===== src/rtl/button_encoder.sv =====
// Four-button front end: synchronise, debounce and one-hot encode raw buttons
// into single {in_o, in_valid_o} press events, flagging chords separately.
module button_encoder #(
  parameter int DB_CYCLES = 50000,
  parameter int CNT_W     = 16
) (
  input  logic       clk_i,
  input  logic       rst_n_i,
  input  logic [3:0] btn_i,
  input  logic       en_i,
  output logic [1:0] in_o,
  output logic       in_valid_o,
  output logic       chord_o,
  output logic [3:0] pressed_o
);

  localparam logic [CNT_W-1:0] CNT_MAX = CNT_W'(DB_CYCLES - 1);

  typedef enum logic {IDLE, HELD} state_e;

  logic [3:0] sync1_q, sync2_q;
  logic [3:0] pressed_q;
  state_e     state_q, state_d;
  logic [1:0] in_q, in_d;
  logic       in_valid_q, in_valid_d;
  logic       chord_q, chord_d;

  always_ff @(posedge clk_i or negedge rst_n_i) begin
    if (!rst_n_i) begin
      sync1_q <= '0;
      sync2_q <= '0;
    end else begin
      sync1_q <= btn_i;
      sync2_q <= sync1_q;
    end
  end

  // Any cycle where the synchronised level matches the stable level restarts the count.
  for (genvar gi = 0; gi < 4; gi++) begin : g_db
    logic [CNT_W-1:0] cnt_q, cnt_d;
    logic             stable_q, stable_d;

    always_comb begin
      cnt_d    = cnt_q;
      stable_d = stable_q;
      if (sync2_q[gi] == stable_q) begin
        cnt_d = '0;
      end else if (cnt_q == CNT_MAX) begin
        stable_d = sync2_q[gi];
        cnt_d    = '0;
      end else begin
        cnt_d = cnt_q + CNT_W'(1);
      end
    end

    always_ff @(posedge clk_i or negedge rst_n_i) begin
      if (!rst_n_i) begin
        cnt_q    <= '0;
        stable_q <= 1'b0;
      end else begin
        cnt_q    <= cnt_d;
        stable_q <= stable_d;
      end
    end

    assign pressed_q[gi] = stable_q;
  end

  always_ff @(posedge clk_i or negedge rst_n_i) begin
    if (!rst_n_i) begin
      state_q <= IDLE;
    end else begin
      state_q <= state_d;
    end
  end

  always_comb begin
    state_d = state_q;
    case (state_q)
      IDLE:    if (pressed_q != 4'b0000) state_d = HELD;
      HELD:    if (pressed_q == 4'b0000) state_d = IDLE;
      default: state_d = IDLE;
    endcase
  end

  // Events only fire on the first nonzero debounced cycle seen from IDLE.
  always_comb begin
    in_d       = in_q;
    in_valid_d = 1'b0;
    chord_d    = 1'b0;
    if (state_q == IDLE && pressed_q != 4'b0000 && en_i) begin
      case (pressed_q)
        4'b0001: begin in_d = 2'd0; in_valid_d = 1'b1; end
        4'b0010: begin in_d = 2'd1; in_valid_d = 1'b1; end
        4'b0100: begin in_d = 2'd2; in_valid_d = 1'b1; end
        4'b1000: begin in_d = 2'd3; in_valid_d = 1'b1; end
        default: chord_d = 1'b1;
      endcase
    end
  end

  always_ff @(posedge clk_i or negedge rst_n_i) begin
    if (!rst_n_i) begin
      in_q       <= 2'd0;
      in_valid_q <= 1'b0;
      chord_q    <= 1'b0;
    end else begin
      in_q       <= in_d;
      in_valid_q <= in_valid_d;
      chord_q    <= chord_d;
    end
  end

  assign in_o       = in_q;
  assign in_valid_o = in_valid_q;
  assign chord_o    = chord_q;
  assign pressed_o  = pressed_q;

endmodule

===== config.mk =====
export PLATFORM = sky130hd
export DESIGN_NAME = button_encoder
export DESIGN_NICKNAME = d
export VERILOG_FILES = /design/src/rtl/button_encoder.sv
export SDC_FILE = /design/constraint.sdc
export NUM_CORES = 1
export LEC_CHECK = 0
export CORE_UTILIZATION = 50
export DETAILED_ROUTE_END_ITERATION = 7
export GPL_ROUTABILITY_DRIVEN = 0
export PLACE_DENSITY = 0.76
export SYNTH_ARGS = -nofsm -noshare
export SYNTH_HDL_FRONTEND = slang
export SYNTH_SLANG_ARGS = --single-unit

===== constraint.sdc =====
create_clock -name clk_i -period 5.37 [get_ports clk_i]
set_input_delay 1.074 -clock clk_i [delete_from_list [all_inputs] [get_ports clk_i]]
set_output_delay 1.074 -clock clk_i [all_outputs]
set_load 0.02 [all_outputs]

==> results of run 1 <==
==> layer usage <==
layer / wire (um) / vias up
li1: - / 1311
met1: 3340 / 1270
met2: 3030 / 40
met3: 226 / 6
met4: 90 / 0
met5: 0 / -
==> power groups by stage <==
stage | sequential, mW | clock, mW | combinational [mW]
final | 0.629 | 0.438 | 0.0399
after global routing | 0.630 | 0.480 | 0.0465
after CTS | 0.629 | 0.454 | 0.0413
after detailed placement | 0.641 | 0 | 0.0410
after global placement | 0.640 | 0 | 0.0399
after floorplan | 0.639 | 0 | 0.0215
==> path summary, 6_finish.rpt <==
path,endpoint,slack [ps],cells past startpoint
max,pressed_o[1],2700,1
min,sync2_q[3]$_DFF_PN0_,350,0
max reg2reg,g_db[0].cnt_q[6]$_DFF_PN0_,3160,4
min reg2reg,sync2_q[3]$_DFF_PN0_,350,0
max in group asynchronous,g_db[0].cnt_q[8]$_DFF_PN0_,3860,1
min in group asynchronous,g_db[2].cnt_q[15]$_DFF_PN0_,880,1
==> placed cells by master (no fill, tap or decap), types with 10 or more instances in the layout <==
cell type                         instances
sky130_fd_sc_hd__clkdlybuf4s50_1         13
sky130_fd_sc_hd__nand2_1                 17
sky130_fd_sc_hd__nor2_2                  10
sky130_fd_sc_hd__clkbuf_8                11
sky130_fd_sc_hd__nand4_1                 15
sky130_fd_sc_hd__xnor2_1                 48
sky130_fd_sc_hd__nor2_1                  62
sky130_fd_sc_hd__nor3_1                  16
sky130_fd_sc_hd__xor2_1                  11
sky130_fd_sc_hd__nor4_1                  16
sky130_fd_sc_hd__inv_1                   11
sky130_fd_sc_hd__nand3_1                 22
sky130_fd_sc_hd__dfrtp_1                 81
==> cell families after synthesis <==
family	synth area share, %
simple gates	25.3
flops	52.6
xor+xnor	13.4
buf+inv	2.86
compound gates	3.35
mux	1.17
fa+ha+maj	1.30
==> synthesized netlist by cell type (2+ instances only) <==
cell / instances / area share, %
sky130_fd_sc_hd__ha_1: 4 / 1.3
sky130_fd_sc_hd__dfrtp_1: 81 / 53
sky130_fd_sc_hd__mux2_2: 3 / 0.88
sky130_fd_sc_hd__nand4_1: 15 / 2.4
sky130_fd_sc_hd__clkbuf_1: 6 / 0.58
sky130_fd_sc_hd__buf_4: 4 / 0.78
sky130_fd_sc_hd__nor4b_1: 3 / 0.68
sky130_fd_sc_hd__a211oi_1: 2 / 0.39
sky130_fd_sc_hd__nand2_1: 17 / 1.7
sky130_fd_sc_hd__nand3_1: 22 / 2.9
sky130_fd_sc_hd__nor2_1: 62 / 6.0
sky130_fd_sc_hd__nor4bb_1: 6 / 1.6
sky130_fd_sc_hd__nor2_2: 10 / 1.6
sky130_fd_sc_hd__o311ai_0: 2 / 0.46
sky130_fd_sc_hd__a21oi_1: 5 / 0.65
sky130_fd_sc_hd__and3_1: 7 / 1.1
sky130_fd_sc_hd__xor2_1: 11 / 2.5
sky130_fd_sc_hd__o21ai_0: 4 / 0.52
sky130_fd_sc_hd__nor3_1: 16 / 2.1
sky130_fd_sc_hd__xnor2_1: 48 / 11
sky130_fd_sc_hd__nor4_1: 16 / 2.6
sky130_fd_sc_hd__inv_1: 11 / 1.1
sky130_fd_sc_hd__or2_2: 2 / 0.32
sky130_fd_sc_hd__or3_1: 2 / 0.32
==> layout make-up <==
type	instances	area [um2]
clock buffer	12	155
multi-input combinational	270	1710
sequential	81	2030
inverter	11	41.3
fill	624	3090
clock inverter	3	40.0
tap	99	124
timing repair buffer	14	138
==> state kept, by name (all words and copies together), names as in the netlist <==
name,count
state_q,1
g_db.stable_q,4
chord_o,1
sync1_q,4
g_db.cnt_q,64
in_valid_o,1
in_o,2
sync2_q,4
==> per-stage QoR <==
stage | total power, mW | instances
floorplan | 0.661 | 374
global placement | 0.680 | 475
detailed placement | 0.682 | 475
CTS | 1.12 | 490
global route | 1.16 | 490
finish | 1.11 | 490
==> flow_summary.rst, run 1 <==
.. list-table::
   :header-rows: 1

   * - Metric
     - Value
   * - Result of the run
     - complete, no violations
   * - Synth cell types
     - 39
   * - Number of DRC violations after detailed-routing iteration 0
     - roughly 110
   * - Synthesized area
     - ~3800 um2
   * - Worst IR Drop VDD
     - 0.143 mV
   * - Class of the worst hold path
     - reg -> reg
   * - Total wire length after detailed routing
     - roughly 6700 um
   * - Horiz. Die Dim
     - between 80 and 90 um
   * - DPL Wire Length
     - 4450 um
   * - Hold Worst Slack
     - 352 ps
   * - Initial Utilization
     - 52.5%
   * - Number of endpoints with negative hold slack in the final report
     - 0
   * - Maximum buffer depth of the clock tree
     - 2
   * - DRC viols
     - 0
   * - Number of nets with antenna violations after detailed routing
     - 0
   * - Share of synthesized area occupied by flip-flops and latches
     - 52.6%
   * - Final total negative setup slack
     - 0 ps
   * - Critical path capture point type
     - output port
   * - Buffers inserted during post-CTS setup optimization
     - 0
   * - Internal power
     - 869 uW
   * - Via count of the first global-routing pass
     - between 2000 and 3000
   * - Fin util
     - between 50% and 60%
   * - Share of total power in the clock network
     - 39.6%
   * - Total non-filler cell area in the finished layout
     - 4240 um2
   * - Sequential power share
     - a little under three fifths
   * - Setup-violating endpoint count in the final report
     - 0
   * - First-pass GRT wire length
     - 11900 um
   * - Routed length per instance
     - 13.6 um
   * - Number of buffer and inverter instances along the worst setup path
     - 1
   * - Routed vias/inst
     - 5.36
   * - Clock tree root driver cell
     - sky130_fd_sc_hd__clkbuf_8
   * - Layer with the highest usage after global routing
     - met2
   * - CP Cell Sequence
     - clkdlybuf4s50_1
   * - Total number of vias
     - 2627
   * - Port Buf Inserts
     - 14
   * - Num ports
     - 15
   * - Number of detailed-route iterations in the first pass
     - 4
   * - Clock buffer count from CTS
     - 9
   * - Die height
     - about 90 um
   * - Worst hold path startpoint
     - sync1_q[3]$_DFF_PN0_
   * - Clock tree from TritonCTS
     - built
   * - Proportion of total power due to net switching
     - 21.5%
   * - Final Max Slew Viols
     - 0
   * - Nets in the synthesized netlist
     - 385
   * - Crit path largest cell delay
     - between 600 and 700 ps
   * - Arrival time reported for the critical path endpoint
     - 1590 ps
   * - Crit-path leading delay family
     - buffers and inverters
   * - Placed Area
     - 4040 um2
   * - Max_cap viols
     - 0
   * - Data required time of the critical path
     - 4300 ps
   * - Total number of yosys warnings
     - 0
   * - Static power due to leakage
     - 1.69 nW
   * - Maximum fanout along the worst path
     - 12
   * - Sum of overflow across all layers after global routing
     - 0
   * - Cell with the biggest individual delay on the critical path
     - sky130_fd_sc_hd__clkdlybuf4s50_1
   * - Clk_skew
     - 8.45 ps
   * - Part of the cycle the worst path needs
     - 49.6%
   * - Combinational share of power
     - 3.6%
   * - Critical setup path kind
     - reg -> out
   * - Startpoint of the lowest-slack register-to-register path
     - g_db[0].cnt_q[11]$_DFF_PN0_
   * - Nets
     - 398
   * - Later-pin clock latency in the skew report
     - 340 ps
   * - Maximum number of pins on one net before global-route repair
     - 82
   * - Switching power total
     - 238 uW
   * - Number of instances in the synthesized netlist
     - 374
   * - Slew at the pin closest to its max-slew limit
     - ~1100 ps
   * - Total GRT Usage
     - 18.5%
   * - Yosys reg bits
     - 81
   * - Post-synthesis async set-or-reset flop share
     - 100%
   * - Final critical path time including I/O delays and setup
     - 2670 ps
   * - Row cnt
     - 31
   * - # H-tree levels
     - 3
   * - Post-cts hold buffer count
     - 0
   * - EDFF count, synth
     - 0
   * - GR Layer Usage met1
     - 26.0%
   * - Core area
     - ~7300 um2
   * - Number of diodes added for antenna fixing
     - 0
   * - Critical Path Start Type
     - flip-flop
   * - Met3 track utilization from global routing
     - roughly 4.7%
   * - Number of antenna violations at the first check in global routing
     - 0
   * - Total power divided by cell area
     - 261 nW/um2
   * - Unrepaired setup endpoints after global routing
     - false
   * - Met2 usage in global routing
     - 27.4%
   * - Post_cts resized
     - 0
   * - Setup slack at placement
     - 2970 ps
   * - Maximum clock frequency
     - roughly 380 MHz
   * - Clock input transition at the sequential cells of the worst setup and hold paths
     - 70 ps
   * - Slew headroom
     - between 20% and 30%
   * - Total Die Area
     - 8060 um2
   * - Most used flip-flop cell after synthesis
     - sky130_fd_sc_hd__dfrtp_1
   * - CP Launch Point
     - g_db[1].stable_q$_DFFE_PN0P_
   * - Synthesized area per cell
     - 10.3 um2
   * - Synth-to-Final Area Change
     - 10.1%
   * - Post-layout worst setup margin
     - 2700 ps
   * - TritonCTS Sinks
     - 81
   * - Fraction of layout instances using a drive strength above 1
     - 8.70%
No activity file was read; power rests on OpenSTA's default activity.
==> run 2: changes to the inputs <==
Settings changed: PLACE_DENSITY 0.76 to 0.78.
Clock period 5.37 ns to 2.4 ns, I/O delays scaled along.
==> run 2 against run 1 <==
Net effect:
- cell area is 1.2% higher
- final cell count rose by 0.61%
- clock power increased by 140%
- global-route usage shrank 1.0 points
- via count is 1.3% higher
- die area is the same
- non-clock buffer count grew 3
- hold slack lost 290 ps
- sequential share of layout area fell by 0.54 points
- critical path type unchanged
==> flow_summary.rst, run 2 (synthesized netlist as in run 1, its figures left out) <==
.. list-table::
   :header-rows: 1

   * - Metric
     - Value
   * - Most frequent cells in the layout
     - sky130_fd_sc_hd__dfrtp_1 (81), sky130_fd_sc_hd__nor2_1 (62), sky130_fd_sc_hd__xnor2_1 (48) (unchanged)
   * - DRC viols
     - 0 (unchanged)
   * - Total wire length after detailed routing
     - 6460 um (was 6690 um)
   * - Maximum buffer depth of the clock tree
     - 2 (unchanged)
   * - Total GRT Usage
     - 17.5% (was 18.5%)
   * - Cell with the biggest individual delay on the critical path
     - sky130_fd_sc_hd__clkdlybuf4s50_1 (unchanged)
   * - Via count of the first global-routing pass
     - 2537 (was 2538)
   * - Max FFs per register
     - 64 (unchanged)
   * - First-pass GRT wire length
     - 11400 um (was 11900 um)
   * - Core area
     - 7330 um2 (unchanged)
   * - Slew at the pin closest to its max-slew limit
     - 540 ps (was 1140 ps)
   * - Clock input transition at the sequential cells of the worst setup and hold paths
     - 80 ps (was 70 ps)
   * - Number of nets with antenna violations after detailed routing
     - 0 (unchanged)
   * - Arrival time reported for the critical path endpoint
     - 1620 ps (was 1590 ps)
   * - Hold Worst Slack
     - 67.2 ps (was 352 ps)
   * - TritonCTS Sinks
     - 81 (unchanged)
   * - Post-layout worst setup margin
     - 295 ps (was 2700 ps)
   * - CP Cell Sequence
     - clkdlybuf4s50_1 (unchanged)
   * - Die height
     - 89.8 um (unchanged)
   * - Nets
     - 401 (was 398)
   * - Critical setup path kind
     - reg -> out (unchanged)
   * - Maximum clock frequency
     - ~480 MHz
   * - Total Die Area
     - 8060 um2 (unchanged)
   * - Final total negative setup slack
     - 0 ps (unchanged)
   * - Number of buffer and inverter instances along the worst setup path
     - 1 (unchanged)
   * - Clk_skew
     - 10.5 ps (was 8.45 ps)
   * - Maximum fanout along the worst path
     - 12 (unchanged)
   * - Max_cap viols
     - 0 (unchanged)
   * - Reg with most FFs
     - g_db.cnt_q (unchanged)
   * - Horiz. Die Dim
     - 89.8 um (unchanged)
   * - Initial Utilization
     - 52.5% (unchanged)
   * - Post_cts resized
     - 0 (unchanged)
   * - Worst IR Drop VDD
     - 0.520 mV (was 0.143 mV)
   * - Number of diodes added for antenna fixing
     - 0 (unchanged)
   * - Static power due to leakage
     - 1.71 nW (was 1.69 nW)
   * - Storage element area
     - 2030 um2 (unchanged)
   * - Maximum number of pins on one net before global-route repair
     - 49 (was 82)
   * - Clock tree from TritonCTS
     - built (unchanged)
   * - Slew headroom
     - 63.9% (was 24.0%)
   * - Total power divided by cell area
     - 595 nW/um2 (was 261 nW/um2)
   * - Setup-violating endpoint count in the final report
     - 0 (unchanged)
   * - Part of the cycle the worst path needs
     - 87.7%
   * - Clock buffer count from CTS
     - 9 (unchanged)
   * - Number of antenna violations at the first check in global routing
     - 0 (unchanged)
   * - Number of endpoints with negative hold slack in the final report
     - 0 (unchanged)
   * - Later-pin clock latency in the skew report
     - 340 ps (about the same)
   * - Result of the run
     - complete, no violations (unchanged)
   * - Post-cts hold buffer count
     - 0 (unchanged)
   * - Buffers inserted during post-CTS setup optimization
     - 0 (unchanged)
   * - Number of detailed-route iterations in the first pass
     - 4 (unchanged)
   * - Fin util
     - 58.5% (was 57.8%)
   * - Area occupied by multi-input gates
     - 1710 um2 (unchanged)
   * - Num ports
     - 15 (unchanged)
   * - Number of filler cells placed in the layout
     - 622 (was 624)
   * - Synth-to-Final Area Change
     - 11.3% (was 10.1%)
   * - Setup slack at placement
     - 487 ps (was 2970 ps)
   * - Fraction of layout instances using a drive strength above 1
     - 9.39% (was 8.70%)
   * - Unrepaired setup endpoints after global routing
     - false (unchanged)
   * - Sum of overflow across all layers after global routing
     - 0 (unchanged)
   * - DPL Wire Length
     - 4370 um (was 4450 um)
   * - Final Max Slew Viols
     - 0 (unchanged)
   * - Data required time of the critical path
     - 1920 ps (was 4300 ps)
   * - Crit path largest cell delay
     - 710 ps (was 690 ps)
   * - Critical path capture point type
     - output port (unchanged)
   * - # H-tree levels
     - 3 (unchanged)
   * - Row cnt
     - 31 (unchanged)
   * - Total number of vias
     - 2660 (was 2627)
   * - Crit-path leading delay family
     - buffers and inverters (unchanged)
   * - Port Buf Inserts
     - 14 (unchanged)
   * - Class of the worst hold path
     - in -> async (was reg -> reg)
   * - Critical Path Start Type
     - flip-flop (unchanged)
   * - Routed length per instance
     - 13.1 um (was 13.6 um)
   * - Routed vias/inst
     - 5.40 (was 5.36)
   * - Leading cell type in the layout, fill and taps excluded
     - sky130_fd_sc_hd__dfrtp_1 (unchanged)
   * - Number of DRC violations after detailed-routing iteration 0
     - 119 (was 113)
   * - Clock tree root driver cell
     - sky130_fd_sc_hd__clkbuf_8 (unchanged)
   * - Final critical path time including I/O delays and setup
     - 2100 ps
   * - Register-to-Register Setup Slack
     - 460 ps (was 3160 ps)
==> run 2: worst paths after layout <==
path,startpoint,endpoint,cells past startpoint
setup / recovery,g_db[1].stable_q$_DFFE_PN0P_,pressed_o[1],1
hold / removal,rst_n_i,g_db[2].cnt_q[11]$_DFF_PN0_,1
setup reg to reg,g_db[0].cnt_q[11]$_DFF_PN0_,g_db[0].cnt_q[15]$_DFF_PN0_,5
hold reg to reg,sync1_q[3]$_DFF_PN0_,sync2_q[3]$_DFF_PN0_,0
max in group asynchronous,rst_n_i,g_db[0].cnt_q[3]$_DFF_PN0_,2
min in group clk_i,sync1_q[3]$_DFF_PN0_,sync2_q[3]$_DFF_PN0_,0
==> run 2: routing by layer <==
| layer | part of all wire (%) | GRT usage [%] | vias up |
|---|---|---|---|
| met4 | 1.7 | 6.01 | 0 |
| met2 | 45 | 26.7 | 56 |
| met1 | 49 | 23.6 | 1270 |
| li1 | - | - | 1323 |
| met3 | 4.4 | 5.50 | 11 |
| met5 | 0 | 0 | - |
==> run 2: final cells by class <==
type,instances,share of cell area (%)
clock buffers,10,2.98
clock inverters,5,1.90
inverters,11,0.963
multi-input cells,270,40.0
flip-flops and latches,81,47.3
well taps,99,2.89
repair buffers,17,4.03
==> run 2: per-stage QoR <==
step | power [mW] | instance area, um2 | instances
after floorplan | 1.48 | 3850 | 374
after global placement | 1.53 | 4080 | 478
after detailed placement | 1.53 | 4080 | 478
after CTS | 2.59 | 4290 | 493
after global routing | 2.66 | 4290 | 493
final | 2.55 | 4290 | 493
==> run 2: power by group <==
part	total (mW)	switching, mW	leakage, nW	internal [mW]
Clock	1.05	0.470	0.102	0.580
Sequential	1.41	0.0196	1.10	1.39
Combinational	0.0952	0.0612	0.506	0.0340
==> run 3: changes to the inputs <==
Settings changed: CORE_UTILIZATION 50 to 45, PLACE_DENSITY 0.78 to 0.72.
==> run 3 against run 2 <==
Net effect:
- combinational power is 1% lower
- sequential share of layout area is 0.39 points higher
- sequential cell count stayed put
- sequential power hardly changed
- critical path depth stayed put
- first-iteration DRC count is 30% lower
- fmax is 0.61% higher
- critical path type unchanged
==> flow_summary.rst, run 3 (synthesized netlist as in run 1, its figures left out) <==
.. list-table::
   :header-rows: 1

   * - Metric
     - Value
   * - Maximum fanout along the worst path
     - 12 (unchanged)
   * - Combinational share of power
     - 4.0% (was 3.7%)
   * - Data required time of the critical path
     - 1920 ps (about the same)
   * - Clock tree from TritonCTS
     - built (unchanged)
   * - DPL Wire Length
     - 4530 um (was 4370 um)
   * - Worst IR Drop VDD
     - 0.409 mV (was 0.520 mV)
   * - Maximum number of pins on one net before global-route repair
     - 43 (was 49)
   * - Sequential power share
     - 59.2% (was 55.1%)
   * - Horiz. Die Dim
     - 94.5 um (was 89.8 um)
   * - Fraction of layout instances using a drive strength above 1
     - 9.14% (was 9.39%)
   * - Later-pin clock latency in the skew report
     - 350 ps (was 340 ps)
   * - Number of filler cells placed in the layout
     - 742 (was 622)
   * - Initial Utilization
     - 46.6% (was 52.5%)
   * - Number of buffer and inverter instances along the worst setup path
     - 1 (unchanged)
   * - Unrepaired setup endpoints after global routing
     - false (unchanged)
   * - Layer with the highest usage after global routing
     - met2 (unchanged)
   * - Via count of the first global-routing pass
     - 2575 (was 2537)
   * - Maximum clock frequency
     - 478 MHz (was 475 MHz)
   * - Number of antenna violations at the first check in global routing
     - 0 (unchanged)
   * - Final total negative setup slack
     - 0 ps (unchanged)
   * - Synth-to-Final Area Change
     - 10.4% (was 11.3%)
   * - Total number of vias
     - 2662 (was 2660)
   * - Total wire length after detailed routing
     - 6510 um (was 6460 um)
   * - Number of nets with antenna violations after detailed routing
     - 0 (unchanged)
   * - Number of DRC violations after detailed-routing iteration 0
     - 83 (was 119)
   * - DRC viols
     - 0 (unchanged)
   * - Number of endpoints with negative hold slack in the final report
     - 0 (unchanged)
   * - Reg with most FFs
     - g_db.cnt_q (unchanged)
   * - Proportion of total power due to net switching
     - 23.2% (was 21.6%)
   * - Met3 track utilization from global routing
     - 4.99% (was 5.50%)
   * - Static power due to leakage
     - 1.69 nW (was 1.71 nW)
   * - Critical setup path kind
     - reg -> out (unchanged)
   * - Row cnt
     - 33 (was 31)
   * - Max_cap viols
     - 0 (unchanged)
   * - Number of diodes added for antenna fixing
     - 0 (unchanged)
   * - Crit-path leading delay family
     - buffers and inverters (unchanged)
   * - Max FFs per register
     - 64 (unchanged)
   * - Result of the run
     - complete, no violations (unchanged)
   * - Port Buf Inserts
     - 14 (unchanged)
   * - Part of the cycle the worst path needs
     - 87.2% (was 87.7%)
   * - Buffers inserted during post-CTS setup optimization
     - 0 (unchanged)
   * - TritonCTS Sinks
     - 81 (unchanged)
   * - Leading cell type in the layout, fill and taps excluded
     - sky130_fd_sc_hd__dfrtp_1 (unchanged)
   * - Area occupied by multi-input gates
     - 1710 um2 (unchanged)
   * - Routed length per instance
     - 13.0 um (was 13.1 um)
   * - Internal power
     - 1.82 mW (was 2.00 mW)
   * - Nets
     - 400 (was 401)
   * - Share of total power in the clock network
     - 36.8% (was 41.2%)
   * - Final critical path time including I/O delays and setup
     - 2090 ps (was 2100 ps)
   * - Clock input transition at the sequential cells of the worst setup and hold paths
     - 80 ps (about the same)
   * - Final Max Slew Viols
     - 0 (unchanged)
   * - Hold Worst Slack
     - 96.0 ps (was 67.2 ps)
   * - Slew at the pin closest to its max-slew limit
     - 505 ps (was 540 ps)
   * - Num ports
     - 15 (unchanged)
   * - Post_cts resized
     - 0 (unchanged)
   * - Total Die Area
     - 8930 um2 (was 8060 um2)
   * - Setup-violating endpoint count in the final report
     - 0 (unchanged)
   * - Number of detailed-route iterations in the first pass
     - 4 (unchanged)
   * - Most frequent cells in the layout
     - sky130_fd_sc_hd__dfrtp_1 (81), sky130_fd_sc_hd__nor2_1 (62), sky130_fd_sc_hd__xnor2_1 (48) (unchanged)
   * - Die height
     - 94.5 um (was 89.8 um)
   * - Routed vias/inst
     - 5.33 (was 5.40)
   * - Total GRT Usage
     - 16.9% (was 17.5%)
   * - Clock tree root driver cell
     - sky130_fd_sc_hd__clkbuf_8 (unchanged)
   * - Clk_skew
     - 10.5 ps (about the same)
   * - Arrival time reported for the critical path endpoint
     - 1610 ps (was 1620 ps)
   * - Critical path capture point type
     - output port (unchanged)
   * - CP Cell Sequence
     - clkdlybuf4s50_1 (unchanged)
   * - Storage element area
     - 2030 um2 (unchanged)
   * - Clock buffer count from CTS
     - 9 (unchanged)
   * - Total power divided by cell area
     - 559 nW/um2 (was 595 nW/um2)
   * - Class of the worst hold path
     - in -> async (unchanged)
   * - First-pass GRT wire length
     - 11600 um (was 11400 um)
   * - Critical Path Start Type
     - flip-flop (unchanged)
   * - Sum of overflow across all layers after global routing
     - 0 (unchanged)
   * - # H-tree levels
     - 3 (unchanged)
   * - Cell with the biggest individual delay on the critical path
     - sky130_fd_sc_hd__clkdlybuf4s50_1 (unchanged)
   * - Core area
     - 8260 um2 (was 7330 um2)
   * - Met2 usage in global routing
     - 26.7% (about the same)
   * - Slew headroom
     - 66.4% (was 63.9%)
   * - GR Layer Usage met1
     - 21.9% (was 23.6%)
   * - Post-cts hold buffer count
     - 0 (unchanged)
   * - Maximum buffer depth of the clock tree
     - 2 (unchanged)
   * - Crit path largest cell delay
     - 700 ps (was 710 ps)
   * - Switching power total
     - 550 uW (was 551 uW)
run 3: layout make-up:
type,instances,share of cell area (%)
inverters,11,0.971
well taps,105,3.09
clock inverters,4,0.677
multi-input cells,270,40.3
repair buffers,16,3.88
flip-flops and latches,81,47.7
clock buffers,12,3.41
run 3: through the flow:
stage	cells	total power [mW]	cell area [um2]	worst slack (ps)	util, %
6_report	499	2.37	4250	308	51.5
5_1_grt	499	2.48	4250	242	51.5
4_1_cts	499	2.42	4250	293	51.5
3_5_place_dp	483	1.53	4080	565	49.4
3_3_place_gp	483	1.53	4080	696	49.4
2_1_floorplan	374	1.48	3850	718	-
run 3: power groups by stage:
stage / registers, mW / logic [mW] / clock network [mW]
finish: 1.41 / 0.0941 / 0.874
global route: 1.41 / 0.110 / 0.961
CTS: 1.41 / 0.0983 / 0.911
detailed placement: 1.43 / 0.0976 / 0
global placement: 1.43 / 0.0952 / 0
floorplan: 1.43 / 0.0482 / 0
run 3: layer usage:
| layer | vias to the layer above | share of wire (%) |
|---|---|---|
| met4 | 0 | 1.6 |
| met3 | 10 | 3.5 |
| met1 | 1303 | 47 |
| li1 | 1317 | - |
| met2 | 32 | 48 |
| met5 | - | 0 |
run 3: worst paths after layout:
| kind | start | end | slack [ps] | cells past startpoint |
|---|---|---|---|---|
| setup / recovery | g_db[1].stable_q$_DFFE_PN0P_ | pressed_o[1] | 310 | 1 |
| hold / removal | rst_n_i | g_db[1].cnt_q[14]$_DFF_PN0_ | 100 | 1 |
| setup reg to reg | g_db[2].cnt_q[9]$_DFF_PN0_ | g_db[2].cnt_q[14]$_DFF_PN0_ | 640 | 4 |
| hold reg to reg | sync1_q[2]$_DFF_PN0_ | sync2_q[2]$_DFF_PN0_ | 360 | 0 |
| max in group asynchronous | rst_n_i | g_db[0].cnt_q[11]$_DFF_PN0_ | 1730 | 2 |
| min in group clk_i | sync1_q[2]$_DFF_PN0_ | sync2_q[2]$_DFF_PN0_ | 360 | 0 |
run 3: worst register-to-register path: cells and delay by family (launching register included):
family           cells  cell delay, ps
flip-flops           1             450
AND/OR/NAND/NOR      4            1190
